File: config.mk
export PLATFORM = sky130hd
export DESIGN_NAME = fifo_rd_sched_flat
export DESIGN_NICKNAME = d
export VERILOG_FILES = /design/src/rtl/fifo_rd_sched_if.sv /design/src/rtl/fifo_rd_sched.sv /design/src/flat_wrapper.sv
export SDC_FILE = /design/constraint.sdc
export NUM_CORES = 1
export LEC_CHECK = 0
export CAP_MARGIN = 5
export CORE_AREA = 10 10 66 68
export CTS_CLUSTER_SIZE = 28
export DETAILED_ROUTE_END_ITERATION = 8
export DIE_AREA = 0 0 76 78
export PLACE_DENSITY_LB_ADDON = 0.3
export SYNTH_ARGS = -nofsm -noshare
export SYNTH_HDL_FRONTEND = slang
export SYNTH_SLANG_ARGS = --single-unit
export TNS_END_PERCENT = 1
File: constraint.sdc
create_clock -name rclk -period 4.6 [get_ports rclk]
set_clock_uncertainty 0.2 [all_clocks]
set_input_delay 0.46 -clock rclk [delete_from_list [all_inputs] [get_ports rclk]]
set_output_delay 0.46 -clock rclk [all_outputs]
set_load 0.01 [all_outputs]
File: src/rtl/fifo_rd_sched_if.sv
// Consumer and FIFO read-port bundle for fifo_rd_sched.
// Ports: req/req_len/rempty/rdata toward the scheduler; rinc/gnt/done/out_* from it.
interface fifo_rd_sched_if #(
    parameter int NREQ  = 4,
    parameter int IDW   = 2,
    parameter int LENW  = 4,
    parameter int DSIZE = 8
);
    logic [NREQ-1:0]      req;
    logic [NREQ*LENW-1:0] req_len;
    logic                 rempty;
    logic [DSIZE-1:0]     rdata;
    logic                 rinc;
    logic [NREQ-1:0]      gnt;
    logic                 done;
    logic                 out_valid;
    logic [DSIZE-1:0]     out_data;
    logic [IDW-1:0]       out_id;

    modport master (
        input  req, req_len, rempty, rdata,
        output rinc, gnt, done, out_valid, out_data, out_id
    );

    modport slave (
        output req, req_len, rempty, rdata,
        input  rinc, gnt, done, out_valid, out_data, out_id
    );
endinterface

File: src/rtl/fifo_rd_sched.sv
// Round-robin, burst-granular read scheduler for the async FIFO (rclk domain).
// Ports: rclk, rrst_n (async active-low), bus (master: req/len in, rinc/gnt/out_* out).
module fifo_rd_sched #(
    parameter int NREQ  = 4,
    parameter int IDW   = 2,
    parameter int LENW  = 4,
    parameter int DSIZE = 8
) (
    input  logic            rclk,
    input  logic            rrst_n,
    fifo_rd_sched_if.master bus
);
    localparam logic [0:0] IDLE  = 1'b0;
    localparam logic [0:0] BURST = 1'b1;

    logic [0:0]       state;
    logic [LENW-1:0]  beats;
    logic [IDW-1:0]   rr_ptr;
    logic [IDW-1:0]   owner;
    logic [NREQ-1:0]  gnt_q;
    logic             done_q;
    logic             ov_q;
    logic [DSIZE-1:0] od_q;
    logic [IDW-1:0]   oid_q;

    logic             found;
    logic [IDW-1:0]   win;
    logic [IDW-1:0]   nxt_ptr;
    logic [LENW-1:0]  win_len;
    logic             rinc;
    int               idx;

    // First requester at or above rr_ptr, wrapping modulo NREQ.
    always_comb begin
        found = 1'b0;
        win   = '0;
        idx   = 0;
        for (int i = 0; i < NREQ; i++) begin
            idx = int'(rr_ptr) + i;
            if (idx >= NREQ) idx = idx - NREQ;
            if (!found && bus.req[idx]) begin
                found = 1'b1;
                win   = IDW'(idx);
            end
        end
    end

    always_comb begin
        win_len = bus.req_len[int'(win)*LENW +: LENW];
        nxt_ptr = (win == IDW'(NREQ - 1)) ? '0 : win + IDW'(1);
    end

    // Pop only while beats remain and data is present.
    assign rinc = (state == BURST) && (beats != '0) && !bus.rempty;

    assign bus.rinc      = rinc;
    assign bus.gnt       = gnt_q;
    assign bus.done      = done_q;
    assign bus.out_valid = ov_q;
    assign bus.out_data  = od_q;
    assign bus.out_id    = oid_q;

    always_ff @(posedge rclk or negedge rrst_n) begin
        if (!rrst_n) begin
            state  <= IDLE;
            beats  <= '0;
            rr_ptr <= '0;
            owner  <= '0;
            gnt_q  <= '0;
            done_q <= 1'b0;
            ov_q   <= 1'b0;
            od_q   <= '0;
            oid_q  <= '0;
        end else begin
            done_q <= 1'b0;
            ov_q   <= 1'b0;
            unique case (1'b1)
                (state == IDLE): begin
                    if (found) begin
                        gnt_q  <= NREQ'(1) << win;
                        beats  <= (win_len == '0) ? LENW'(1) : win_len;
                        rr_ptr <= nxt_ptr;
                        owner  <= win;
                        state  <= BURST;
                    end
                end
                (state == BURST): begin
                    if (rinc) begin
                        beats <= beats - LENW'(1);
                        ov_q  <= 1'b1;
                        od_q  <= bus.rdata;
                        oid_q <= owner;
                        // Last beat: grant drops with the done pulse.
                        if (beats == LENW'(1)) begin
                            done_q <= 1'b1;
                            gnt_q  <= '0;
                            state  <= IDLE;
                        end
                    end
                end
                default: state <= IDLE;
            endcase
        end
    end
endmodule
File: src/flat_wrapper.sv
// flat-port wrapper written by rule: the top's interface ports become plain ports
module fifo_rd_sched_flat 
#(
    parameter int NREQ  = 4,
    parameter int IDW   = 2,
    parameter int LENW  = 4,
    parameter int DSIZE = 8
)
  (rclk, rrst_n, bus_req, bus_req_len, bus_rempty, bus_rdata, bus_rinc, bus_gnt, bus_done, bus_out_valid, bus_out_data, bus_out_id);
  fifo_rd_sched_if #(.NREQ(NREQ), .IDW(IDW), .LENW(LENW), .DSIZE(DSIZE)) bus_i ();
  input  logic rclk;
  input  logic rrst_n;
  input wire logic [$bits(bus_i.req)-1:0] bus_req;
  input wire logic [$bits(bus_i.req_len)-1:0] bus_req_len;
  input wire logic [$bits(bus_i.rempty)-1:0] bus_rempty;
  input wire logic [$bits(bus_i.rdata)-1:0] bus_rdata;
  output wire logic [$bits(bus_i.rinc)-1:0] bus_rinc;
  output wire logic [$bits(bus_i.gnt)-1:0] bus_gnt;
  output wire logic [$bits(bus_i.done)-1:0] bus_done;
  output wire logic [$bits(bus_i.out_valid)-1:0] bus_out_valid;
  output wire logic [$bits(bus_i.out_data)-1:0] bus_out_data;
  output wire logic [$bits(bus_i.out_id)-1:0] bus_out_id;
  assign bus_i.req = bus_req;
  assign bus_i.req_len = bus_req_len;
  assign bus_i.rempty = bus_rempty;
  assign bus_i.rdata = bus_rdata;
  assign bus_rinc = bus_i.rinc;
  assign bus_gnt = bus_i.gnt;
  assign bus_done = bus_i.done;
  assign bus_out_valid = bus_i.out_valid;
  assign bus_out_data = bus_i.out_data;
  assign bus_out_id = bus_i.out_id;
  fifo_rd_sched #(.NREQ(NREQ), .IDW(IDW), .LENW(LENW), .DSIZE(DSIZE)) u_core (.rclk(rclk), .rrst_n(rrst_n), .bus(bus_i));
endmodule
Word level (Yosys, flattened, before mapping):

Cells that the tools add are included.
W data, S select, Z words.

* reduce and logical (&&, ||, !) cells: 15
* magnitude comparators: 8
* mux-type cells: 42
* add/sub/neg operators: 9
* shift operators: 2
* equal/unequal tests: 5
* bitwise operators: 1

Operators with widths (number)
* $lt A32 B4 Y1 const B: 4
* $mux W32: 4
* $ge A32 B4 Y1 const B: 3
* $sub A32 B4 Y32 const B: 3
* $mux W4: 6
* $mux W1: 20
* $pmux W4 S2: 2
* $shiftx A16 B5 Y4: 1
* $mux W2: 5
* $bmux W1 S2: 4
* $add A2 B2 Y3 const B: 2
* $reduce_and A2 Y1: 3
* $logic_and A1 B1 Y1: 5
* $eq A4 B1 Y1 const B: 1
* $logic_not A1 Y1: 4
* $logic_not A4 Y1: 1
* $ne A2 B2 Y1 const B: 2
* $reduce_bool A4 Y1: 1
* $shl A1 B2 Y4 const A: 1
* $sub A2 B3 Y4 const B: 1
* $sub A4 B1 Y4 const B: 1
* $add A2 B1 Y3 const B: 1
* $ge A2 B3 Y1 const B: 1
* $reduce_and A3 Y1: 1
* 5 further kinds: 5

* word-level logic and storage cells: 91
* register bits after elaboration: 25

Depth between registers and ports, before layout:

Gate-level depths: netlist of the first run.

* word-level depth: 20
* mapped depth: 9
* gate-level depth less buffers: 7

Least setup slack after synthesis of the first run:

OpenSTA, ideal clock, no wires.

* path type: input to register
* start point: in bus_req[3]
* end point: reg u_core.beats[0]
* setup time: 95 ps
* arrival time: 1704 ps
* stages: 8
* path buffers: 2
* slack: 2600 ps
* cells stage by stage: buf_4 -> and3b_1 -> o21ai_4 -> nand2_4 -> buf_6 -> a211oi_2 -> a21oi_1 -> o32ai_2

* cells in the longest elaborated chain, start to end: 18
* elaborated cells between the ends (all ways): 33

Ends and longest elaborated chain
* start: declaration: line flat_wrapper.sv:13 `input wire logic [$bits(bus_i.req)-1:0] bus_req;`
* $bmux W1 S2: line fifo_rd_sched.sv:41 `if (!found && bus.req[idx]) begin`
* $mux W1 (not written as such) (2 in a row): line fifo_rd_sched.sv:41
* $mux W1: line fifo_rd_sched.sv:41
* $logic_not A1 Y1: line fifo_rd_sched.sv:41
* $logic_and A1 B1 Y1: line fifo_rd_sched.sv:41
* $mux W1: line fifo_rd_sched.sv:41
* $logic_not A1 Y1: line fifo_rd_sched.sv:41
* $logic_and A1 B1 Y1: line fifo_rd_sched.sv:41
* $mux W1: line fifo_rd_sched.sv:41
* $logic_not A1 Y1: line fifo_rd_sched.sv:41
* $logic_and A1 B1 Y1: line fifo_rd_sched.sv:41
* $mux W2: line fifo_rd_sched.sv:41
* $shiftx A16 B5 Y4: line fifo_rd_sched.sv:49 `win_len = bus.req_len[int'(win)*LENW +: LENW];`
* $logic_not A4 Y1: line fifo_rd_sched.sv:81 `beats <= (win_len == '0) ? LENW'(1) : win_len;`
* $mux W4: line fifo_rd_sched.sv:81
* $mux W4: line fifo_rd_sched.sv:79 `if (found) begin`
* $pmux W4 S2: line fifo_rd_sched.sv:77 `unique case (1'b1)`
* end signal: assignment: line fifo_rd_sched.sv:81
* end signal: assignment: line fifo_rd_sched.sv:89 `beats <= beats - LENW'(1);`
* end: declaration: line fifo_rd_sched.sv:17 `logic [LENW-1:0] beats;`

Several ways; a longest one is shown, not always the timed one. The select of a mux whose other input is x is not followed.
A chain may end at the register's enable or synchronous reset.

Worst setup path after layout of the first run:

* start point: reg u_core.beats[0]
* end point: out bus_rinc

* cells in the longest elaborated chain, start to end: 3

Ends and longest elaborated chain
* $reduce_bool A4 Y1: line fifo_rd_sched.sv:54 `assign rinc = (state == BURST) && (beats != '0) && !bus.rempty;`
* $logic_and A1 B1 Y1 (2 in a row): line fifo_rd_sched.sv:54
* end: declaration: line flat_wrapper.sv:17 `output wire logic [$bits(bus_i.rinc)-1:0] bus_rinc;`

No other way between the ends.

==> metrics.yaml, run 1 <==
outcome:
  run_status: "finished, final reports clean"
cts:
  clk_pin_slew_worst_paths_ns: 0.14
  cts_buffers: 3
  cts_resized: 0
  cts_tree: "yes"
  htree_levels: 1
  hold_buffers: 0
  cts_setup_buffers: 0
  cts-root-buf: "clkbuf_4"
  clk_latency_ns: 0.32
  clockBufferDepth: 2
  clock-sinks: 25
power:
  vdd_drop_max_uv: 225
  leakage_nw: 0.842
  p_per_area_mw_per_mm2: 549
layout:
  fillers: 293
  post-route-cell-area_sq_mm: 0.00195
  regArea_sq_um: 626
  nNetsFinal: 220
  stdcell_count: 228
  area_growth_pct: 38.1
  drive_above_1_share_pct: 14.8
  antenna_cells: 0
  multi_input_area_sq_um: 737
critical_path:
  critical_path.cell_chain: "inv_1 -> ha_1 -> a21oi_2 -> clkdlybuf4s50_1"
  crit_fanout: 4
  r2r_end: "u_core.bus.gnt[2]$_DFFE_PN0P_"
  cp.depth: 4
  r2r_slack_ns: 2.43
  worstSetupPathType: "flop to output port"
  crit_required_ns: 3.94
  end_kind: "output port"
  critPathArrivalTime_ns: 1.77
  slowest_stage: "clkdlybuf4s50_1"
  startpoint_type: "flop"
  path_buf_inv: 2
  cpPeakStageDelay_ns: 0.55
  ff2ff_path_depth: 8
  r2r-start: "u_core.beats[0]$_DFFE_PN0P_"
  crit_family: "buffers and inverters"
grt:
  grt_pass1_wl_microns: 6010
  grt_pass1_vias: 1228
  grt_use_total_pct: 12.0
  grt_max_degree: 26
  antenna_found_initial: 0
  overflow: 0
min_path:
  min_to: "u_core.owner[1]$_DFFE_PN0P_"
  hold_start: "u_core.owner[1]$_DFFE_PN0P_"
  hold_depth: 2
  hold_class: "flop to flop"
detailed_routing:
  drc: 0
  dr.pass1.iters: 4
  routed_via_density: 5.16
  drt_first_iter_violations: 60
  drt_wl_total_microns: 3490
  antenna_left: 0
  via_count: 1177
  wl_per_cell_microns: 15.3
sta:
  fmaxAchievable_ghz: 0.412
  final_max_slew_viol_count: 0
  worst_pin_slew_ns: 1.07
  timing.max_slew.rel_slack_pct: 28.3
  setup_tns_ns: 0
  rsz0062_at_grt: "no"
  hold_viol_final: 0
  fin_crit_sh_pct: 52.8
  setup_viol: 0
  fin_crit_ns: 2.43
  setup_ws_ns: 2.17
floorplanning:
  die_h_microns: 78
  fp.coreArea_sq_mm: 0.00318
  dieArea_sq_mm: 0.00593
  placementRows: 21
  die_w_microns: 76
  start_util_pct: 44.4
  ioPinCount: 48
logic_synthesis:
  syn_area_per_cell_sq_um: 10.5
  syn_nets: 171
  ys.flop_type: "dfrtp_1"
  synth-seq-cells: 25
  syn_inst: 134
  ys_types: 39
  seq_area_frac_synth_pct: 44.3
  synth_edf_count: 0
  ys_async_sr_fraction_pct: 100
  syn_area_sq_mm: 0.00141
  ys_warn_count: 0
job:
  max-cap-violations: 0
placed_design:
  io_buffers: 47
  dp_hpwl_microns: 2870
  dp_slack_ns: 1.96
  gp_congestion: 0.847
  dp_cells: 224
  placed_area_sq_mm: 0.00192
-- cell usage in the layout (no fill, tap or decap) --
master / instances
inv_2: 1
or4_1: 1
a21o_1: 2
ha_1: 6
o21a_1: 2
nand3b_1: 1
nor3_1: 1
inv_1: 5
o22ai_1: 1
nor2_1: 8
clkdlybuf4s50_1: 47
a22o_1: 4
a211oi_1: 3
o32ai_2: 1
o211a_2: 1
o221a_2: 1
buf_4: 1
nand2b_1: 6
nand3_1: 2
nor2b_1: 1
nand2_1: 12
clkbuf_4: 3
nand2_4: 1
a31oi_1: 1
a211oi_2: 5
dfrtp_1: 25
o21ai_1: 3
nor4_1: 1
clkinvlp_4: 1
a21oi_2: 1
mux2i_1: 1
o21ai_4: 1
mux2_2: 10
a211o_1: 1
a21oi_1: 7
o21ai_0: 4
o211a_1: 1
and3_1: 8
and3b_1: 1
-- flip-flops by register name (all words and copies together) (netlist names) --
| register | count |
|---|---|
| u_core.beats | 4 |
| u_core.bus.done | 1 |
| u_core.bus.gnt | 4 |
| u_core.bus.out_data | 8 |
| u_core.bus.out_id | 2 |
| u_core.bus.out_valid | 1 |
| u_core.owner | 2 |
| u_core.rr_ptr | 2 |
| u_core.state | 1 |
-- worst register-to-register path, stage by stage (launching register included) --
cell	delay, ns
dfrtp_1	0.41
inv_1	0.10
ha_1	0.25
a21oi_2	0.14
buf_4	0.25
and3_1	0.22
nand2b_1	0.13
o21ai_1	0.15
a22o_1	0.22
-- final cells by class --
class	instances	area share, %
Sequential cell	25	32.1
Multi-Input combinational cell	99	37.8
Tap cell	46	2.95
Timing Repair Buffer	48	24.5
Clock buffer	3	1.15
Clock inverter	1	0.385
Inverter	6	1.15
-- how the worst max path moves through the flow --
stage	from	to	slack [ns]
floorplan	bus_req[3]	u_core.beats[0]$_DFFE_PN0P_	2.60
global placement	bus_req[3]	u_core.beats[0]$_DFFE_PN0P_	2.01
detailed placement	bus_req[3]	u_core.beats[0]$_DFFE_PN0P_	1.96
CTS	u_core.beats[0]$_DFFE_PN0P_	bus_rinc	2.16
global route	u_core.beats[0]$_DFFE_PN0P_	bus_rinc	2.08
finish	u_core.beats[0]$_DFFE_PN0P_	bus_rinc	2.17
-- metrics by stage --
stage	total power (W)	util, %	hold WS [ns]
after global placement	0.000968	60.4	0.288
after global routing	0.00116	61.4	0.346
after CTS	0.00109	61.4	0.321
after detailed placement	0.000987	60.4	0.290
final	0.00107	61.4	0.319
after floorplan	0.000751	-	-0.0356
-- Yosys cell counts (3+ instances only) --
cell type	number	area share, %
dfrtp_1	25	44
nand2_1	12	3.2
mux2_2	10	8.0
and3_1	8	3.5
nor2_1	8	2.1
a21oi_1	7	2.5
ha_1	6	5.3
nand2b_1	6	2.7
a211oi_2	5	4.4
inv_1	5	1.3
a22o_1	4	2.5
o21ai_0	4	1.4
a211oi_1	3	1.6
o21ai_1	3	1.1
-- routing by layer --
metal / vias up / part of all wire [%] / global-route usage [%]
met1: 543 / 44 / 14.0
met3: 2 / 7.5 / 3.34
met2: 47 / 47 / 20.1
li1: 585 / - / -
met5: - / 0 / 0
met4: 0 / 1.0 / 5.11
-- power breakdown --
part / switching (W) / internal [W] / total [W]
Combinational: 0.000280 / 0.000301 / 0.000580
Clock: 0.0000657 / 0.0000332 / 0.0000989
Sequential: 0.0000771 / 0.000315 / 0.000392
Total: 0.000422 / 0.000649 / 0.00107
-- cells by family (layout without fill, tap and decap cells) --
group | after synthesis | in the layout | synth area share (%)
and+or+nand+nor | 43 | 43 | 15.9
AOI/OAI and AO/OA | 39 | 39 | 22.2
DFF | 25 | 25 | 44.3
muxes | 11 | 11 | 8.68
buffers and inverters | 10 | 58 | 3.54
adders and majority gates | 6 | 6 | 5.31
Note: power is estimated with default switching activity, not from simulation.
==> run 2: changes to the inputs <==
--- a/config.mk
+++ b/config.mk
@@ -6,10 +6,10 @@
 export NUM_CORES = 1
 export LEC_CHECK = 0
 export CAP_MARGIN = 5
-export CORE_AREA = 10 10 66 68
+export CORE_AREA = 10 10 68 70
 export CTS_CLUSTER_SIZE = 28
 export DETAILED_ROUTE_END_ITERATION = 8
-export DIE_AREA = 0 0 76 78
+export DIE_AREA = 0 0 78 80
 export PLACE_DENSITY_LB_ADDON = 0.3
 export SYNTH_ARGS = -nofsm -noshare
 export SYNTH_HDL_FRONTEND = slang
==> constraint.sdc (replaced) <==
create_clock -name rclk -period 2.3 [get_ports rclk]
set_clock_uncertainty 0.2 [all_clocks]
set_input_delay 0.23 -clock rclk [delete_from_list [all_inputs] [get_ports rclk]]
set_output_delay 0.23 -clock rclk [all_outputs]
set_load 0.01 [all_outputs]
==> metrics.yaml, run 2 (synthesized netlist as in run 1, its figures left out) <==
outcome:
  run_status: "finished, final reports clean"
detailed_routing:
  wl_met1_microns: 1570  # +1.0%
  route.met2.wl_microns: 1860  # +13%
  drc: 0  # unchanged
  via_count: 1203  # +2.2%
  drt_wl_total_microns: 3620  # +3.7%
  routed-wl-met3_microns: 112  # -57%
  antenna_left: 0  # unchanged
  wl_per_cell_microns: 15.3  # +0.15%
  routed_via_density: 5.10  # -1.3%
  dr.pass1.iters: 4  # unchanged
  top_layer_used: "met4"
  drt_first_iter_violations: 47  # -22%
layout:
  drive_above_1_share_pct: 17.9  # +3.1 points
  post-route-cell-area_sq_mm: 0.00202  # +3.4%
  final_cell_mix: "46 x clkdlybuf4s50_1, 25 x dfrtp_1, 12 x nand2_1"
  area_growth_pct: 42.8
  fillers: 278  # -5.1%
  nNetsFinal: 228  # +3.6%
  largest_reg_flops: 8  # unchanged
  final_common_cell: "clkdlybuf4s50_1"
  antenna_cells: 0  # unchanged
floorplanning:
  dieArea_sq_mm: 0.00624  # +5.3%
  fp.coreArea_sq_mm: 0.00328  # +3.3%
  start_util_pct: 43.0  # -1.4 points
  die_h_microns: 80  # +2.6%
  ioPinCount: 48  # unchanged
  placementRows: 21  # unchanged
  die_w_microns: 78  # +2.6%
cts:
  cts_setup_buffers: 0  # unchanged
  cts_buffers: 3  # unchanged
  clock-sinks: 25  # unchanged
  clockBufferDepth: 2  # unchanged
  clk_pin_slew_worst_paths_ns: 0.13  # about the same
  cts-root-buf: "clkbuf_4"
  cts_tree: "yes"
  clk_latency_ns: 0.31  # about the same
  htree_levels: 1  # unchanged
  hold_buffers: 0  # unchanged
power:
  p_per_area_mw_per_mm2: 1090  # +98%
  report.power.total_w: 0.00219  # +100%
  leakage_nw: 0.892  # +6.0%
  vdd_drop_max_uv: 487  # +120%
sta:
  final_max_slew_viol_count: 0  # unchanged
  rsz0062_at_grt: "no"
  worst_pin_slew_ns: 0.577  # -0.496 ns
  fin_crit_ns: 2.03
  setup_viol: 0  # unchanged
  timing.max_slew.rel_slack_pct: 61.4  # +33 points
  setup_ws_ns: 0.271  # -1.90 ns
  setup_tns_ns: 0  # unchanged
  hold_viol_final: 0  # unchanged
  fmaxAchievable_ghz: 0.493
  fin_crit_sh_pct: 88.2
grt:
  grt_pass1_vias: 1256  # +2.3%
  grt_pass1_wl_microns: 6100  # +1.5%
  overflow: 0  # unchanged
  antenna_found_initial: 0  # unchanged
  grt_max_degree: 26  # unchanged
  grt_use_total_pct: 11.8  # -0.14 points
min_path:
  hold_class: "input pin to asynchronous set/reset pin"
placed_design:
  gp_congestion: 0.889  # +4.9%
  dp_hpwl_microns: 3050  # +6.2%
  io_buffers: 47  # unchanged
  placed_area_sq_mm: 0.00198  # +3.1%
  dp_slack_ns: -0.0208  # -1.98 ns
critical_path:
  end_kind: "flop"
  worstSetupPathType: "flop to flop"
  startpoint_type: "flop"
  crit_required_ns: 2.33  # -1.61 ns
  critPathArrivalTime_ns: 2.06  # +0.29 ns
  crit_fanout: 9  # +5
job:
  max-cap-violations: 0  # unchanged
==> run 2: repair_timing <==
| action | in CTS | in global routing |
|---|---|---|
| hold endpoints to repair | 0 | 0 |
| resized for setup | 1 | 1 |
| endpoints found under the setup margin | 1 | 1 |
==> run 2: through the flow <==
step / utilization, % / instances / hold slack, ns
2_1_floorplan: - / 134 / -0.266
3_3_place_gp: 60.3 / 232 / 0.274
3_5_place_dp: 60.3 / 232 / 0.280
4_1_cts: 61.3 / 236 / 0.0489
5_1_grt: 61.4 / 236 / 0.0475
6_report: 61.4 / 236 / 0.0471
==> run 2: path summary, 6_finish.rpt <==
path / endpoint / cells past startpoint / start / slack (ns)
min in group rclk: u_core.owner[1]$_DFFE_PN0P_ / 2 / u_core.owner[1]$_DFFE_PN0P_ / 0.31
max: u_core.beats[0]$_DFFE_PN0P_ / 7 / u_core.rr_ptr[1]$_DFFE_PN0P_ / 0.27
min reg2reg: u_core.owner[1]$_DFFE_PN0P_ / 2 / u_core.owner[1]$_DFFE_PN0P_ / 0.31
max reg2reg: u_core.beats[0]$_DFFE_PN0P_ / 7 / u_core.rr_ptr[1]$_DFFE_PN0P_ / 0.27
min: u_core.bus.out_data[7]$_DFFE_PN0P_ / 2 / rrst_n / 0.05
max in group asynchronous: u_core.beats[0]$_DFFE_PN0P_ / 2 / rrst_n / 1.62
==> run 2: power by group <==
group | internal, W | switching, W | total, W
logic | 0.000651 | 0.000587 | 0.00124
registers | 0.000630 | 0.000135 | 0.000765
clock network | 0.0000678 | 0.000123 | 0.000191
total | 0.00135 | 0.000845 | 0.00219
==> run 2: metal layers <==
layer / vias up / GRT usage (%)
li1: 596 / -
met3: 8 / 2.70
met2: 32 / 19.8
met1: 567 / 14.0
met4: 0 / 5.73
met5: - / 0
==> run 2: area by class of cell <==
class	instances	area, sq um	area share [%]
Clock buffer	4	26.3	1.30
Inverter	6	22.5	1.12
Multi-Input combinational cell	99	744	36.9
Sequential cell	25	626	31.0
Tap cell	46	57.6	2.85
Timing Repair Buffer	56	541	26.8
==> run 2: critical path: stages (launching register included) <==
cell,delay (ns)
dfrtp_1,0.47
nor2b_1,0.18
o21ai_1,0.15
o211a_2,0.29
inv_2,0.13
a211oi_2,0.20
a21oi_1,0.08
o32ai_2,0.25
==> run 3: changes to the inputs <==
--- a/config.mk
+++ b/config.mk
@@ -10,8 +10,8 @@
 export CTS_CLUSTER_SIZE = 28
 export DETAILED_ROUTE_END_ITERATION = 8
 export DIE_AREA = 0 0 78 80
+export GPL_TIMING_DRIVEN = 0
 export PLACE_DENSITY_LB_ADDON = 0.3
 export SYNTH_ARGS = -nofsm -noshare
 export SYNTH_HDL_FRONTEND = slang
 export SYNTH_SLANG_ARGS = --single-unit
-export TNS_END_PERCENT = 1
==> metrics.yaml, run 3 (synthesized netlist as in run 1, its figures left out) <==
outcome:
  run_status: "finished, final reports clean"
floorplanning:
  start_util_pct: 43.0  # unchanged
  ioPinCount: 48  # unchanged
  fp.coreArea_sq_mm: 0.00328  # unchanged
  die_w_microns: 78  # unchanged
  placementRows: 21  # unchanged
  dieArea_sq_mm: 0.00624  # unchanged
  die_h_microns: 80  # unchanged
cts:
  hold_buffers: 0  # unchanged
  cts-root-buf: "clkbuf_4"
  clockBufferDepth: 2  # unchanged
  cts_tree: "yes"
  clock-sinks: 25  # unchanged
  clk_latency_ns: 0.31  # about the same
  htree_levels: 1  # unchanged
  clk_pin_slew_worst_paths_ns: 0.12  # about the same
  cts_buffers: 3  # unchanged
sta:
  final_max_slew_viol_count: 0  # unchanged
  setup_tns_ns: 0  # unchanged
  fin_crit_ns: 2.12  # +0.0936 ns
  hold_viol_final: 0  # unchanged
  hold_ws_ns: 0.132  # +0.0847 ns
  rsz0062_at_grt: "no"
  fin_crit_sh_pct: 92.3  # +4.1 points
  setup_viol: 0  # unchanged
  fmaxAchievable_ghz: 0.471  # -4.4%
  timing.max_slew.rel_slack_pct: 29.0  # -32 points
  worst_pin_slew_ns: 1.06  # +0.484 ns
detailed_routing:
  drt_first_iter_violations: 67  # +43%
  wl_per_cell_microns: 15.9  # +3.5%
  routed_via_density: 5.17  # +1.5%
  via_count: 1195  # -0.67%
  drc: 0  # unchanged
  dr.pass1.iters: 4  # unchanged
  drt_wl_total_microns: 3670  # +1.3%
  antenna_left: 0  # unchanged
power:
  vdd_drop_max_uv: 430  # -12%
  leakage_nw: 0.861  # -3.6%
  p_per_area_mw_per_mm2: 1110  # +1.6%
min_path:
  hold_class: "input pin to flop"
critical_path:
  end_kind: "output port"
  worstSetupPathType: "flop to output port"
  slowest_stage: "dfrtp_1"
  critPathArrivalTime_ns: 1.69  # -0.37 ns
  critical_path.cell_chain: "inv_1 -> ha_1 -> a21oi_4 -> buf_6 -> dlygate4sd2_1"
  cpPeakStageDelay_ns: 0.39  # -0.08 ns
  startpoint_type: "flop"
  crit_fanout: 10  # +1
  crit_required_ns: 1.87  # -0.46 ns
layout:
  final_common_cell: "clkdlybuf4s50_1"
  area_growth_pct: 39.9
  utilization_pct: 60.2  # -1.2 points
  nNetsFinal: 223  # -2.2%
  final_cell_mix: "45 x clkdlybuf4s50_1, 25 x dfrtp_1, 12 x nand2_1"
  post-route-cell-area_sq_mm: 0.00198  # -2.0%
  antenna_cells: 0  # unchanged
  regArea_sq_um: 626  # unchanged
  largest_reg_flops: 8  # unchanged
  multi_input_area_sq_um: 744  # unchanged
  fillers: 295  # +6.1%
  stdcell_count: 231  # -2.1%
  drive_above_1_share_pct: 15.7  # -2.2 points
placed_design:
  io_buffers: 46  # -2.1%
  dp_hpwl_microns: 3020  # -1.0%
  placed_area_sq_mm: 0.00193  # -2.5%
  gp_congestion: 0.776  # -13%
  dp_cells: 226  # -2.6%
grt:
  grt_max_degree: 26  # unchanged
  grt_pass1_vias: 1289  # +2.6%
  grt_pass1_wl_microns: 6220  # +1.9%
  overflow: 0  # unchanged
  antenna_found_initial: 0  # unchanged
  grt_use_total_pct: 12.1  # +0.29 points
job:
  max-cap-violations: 0  # unchanged
## run 3: final cells by class
cell class              instances  share of cell area [%]
multi-input cells              99                    37.7
repair buffers                 47                    23.6
plain buffers                   4                    1.71
inverters                       6                    1.14
flip-flops and latches         25                    31.6
well taps                      46                    2.91
clock buffers                   4                    1.33
## run 3: path summary, 6_finish.rpt
path	depth (start not counted)	from	endpoint	slack [ns]
max	5	u_core.beats[0]$_DFFE_PN0P_	bus_rinc	0.18
min in group asynchronous	1	rrst_n	u_core.bus.out_data[2]$_DFFE_PN0P_	0.28
min	4	bus_req[3]	u_core.rr_ptr[0]$_DFFE_PN0P_	0.13
min reg2reg	2	u_core.owner[0]$_DFFE_PN0P_	u_core.owner[0]$_DFFE_PN0P_	0.30
max in group asynchronous	1	rrst_n	u_core.beats[2]$_DFFE_PN0P_	0.99
max reg2reg	7	u_core.rr_ptr[1]$_DFFE_PN0P_	u_core.beats[0]$_DFFE_PN0P_	0.19
## run 3: report_power, final
group	internal [W]	switching (W)	total (W)	leakage, nW
sequential	0.000630	0.000131	0.000761	0.300
clock	0.0000678	0.000121	0.000189	0.0150
combinational	0.000629	0.000606	0.00123	0.546
total	0.00133	0.000859	0.00218	0.861
## run 3: what timing repair did
action                                  CTS  global route
gates resized for setup                   4             0
endpoints found under the setup margin    1             0
setup buffers                             1             0
## run 3: stage by stage
| step | total power (W) | setup WS [ns] |
|---|---|---|
| finish | 0.00218 | 0.178 |
| global route | 0.00237 | 0.0526 |
| CTS | 0.00221 | 0.153 |
| detailed placement | 0.00199 | -0.202 |
| global placement | 0.00193 | -0.192 |
| floorplan | 0.00150 | 0.400 |
## run 3: metal layers
metal | GRT usage [%] | vias up | share of wire (%)
li1 | - | 587 | -
met1 | 13.6 | 579 | 42
met2 | 22.6 | 25 | 54
met3 | 2.25 | 4 | 3.7
met4 | 3.76 | 0 | 1.1
met5 | 0 | - | 0
## run 3: worst max-delay path: cells and delay by family, from the launching register on
family	cells	cell delay, ns
AOI/OAI and AO/OA	1	0.18
adders and majority gates	1	0.27
buffers and inverters	3	0.54
DFF	1	0.39
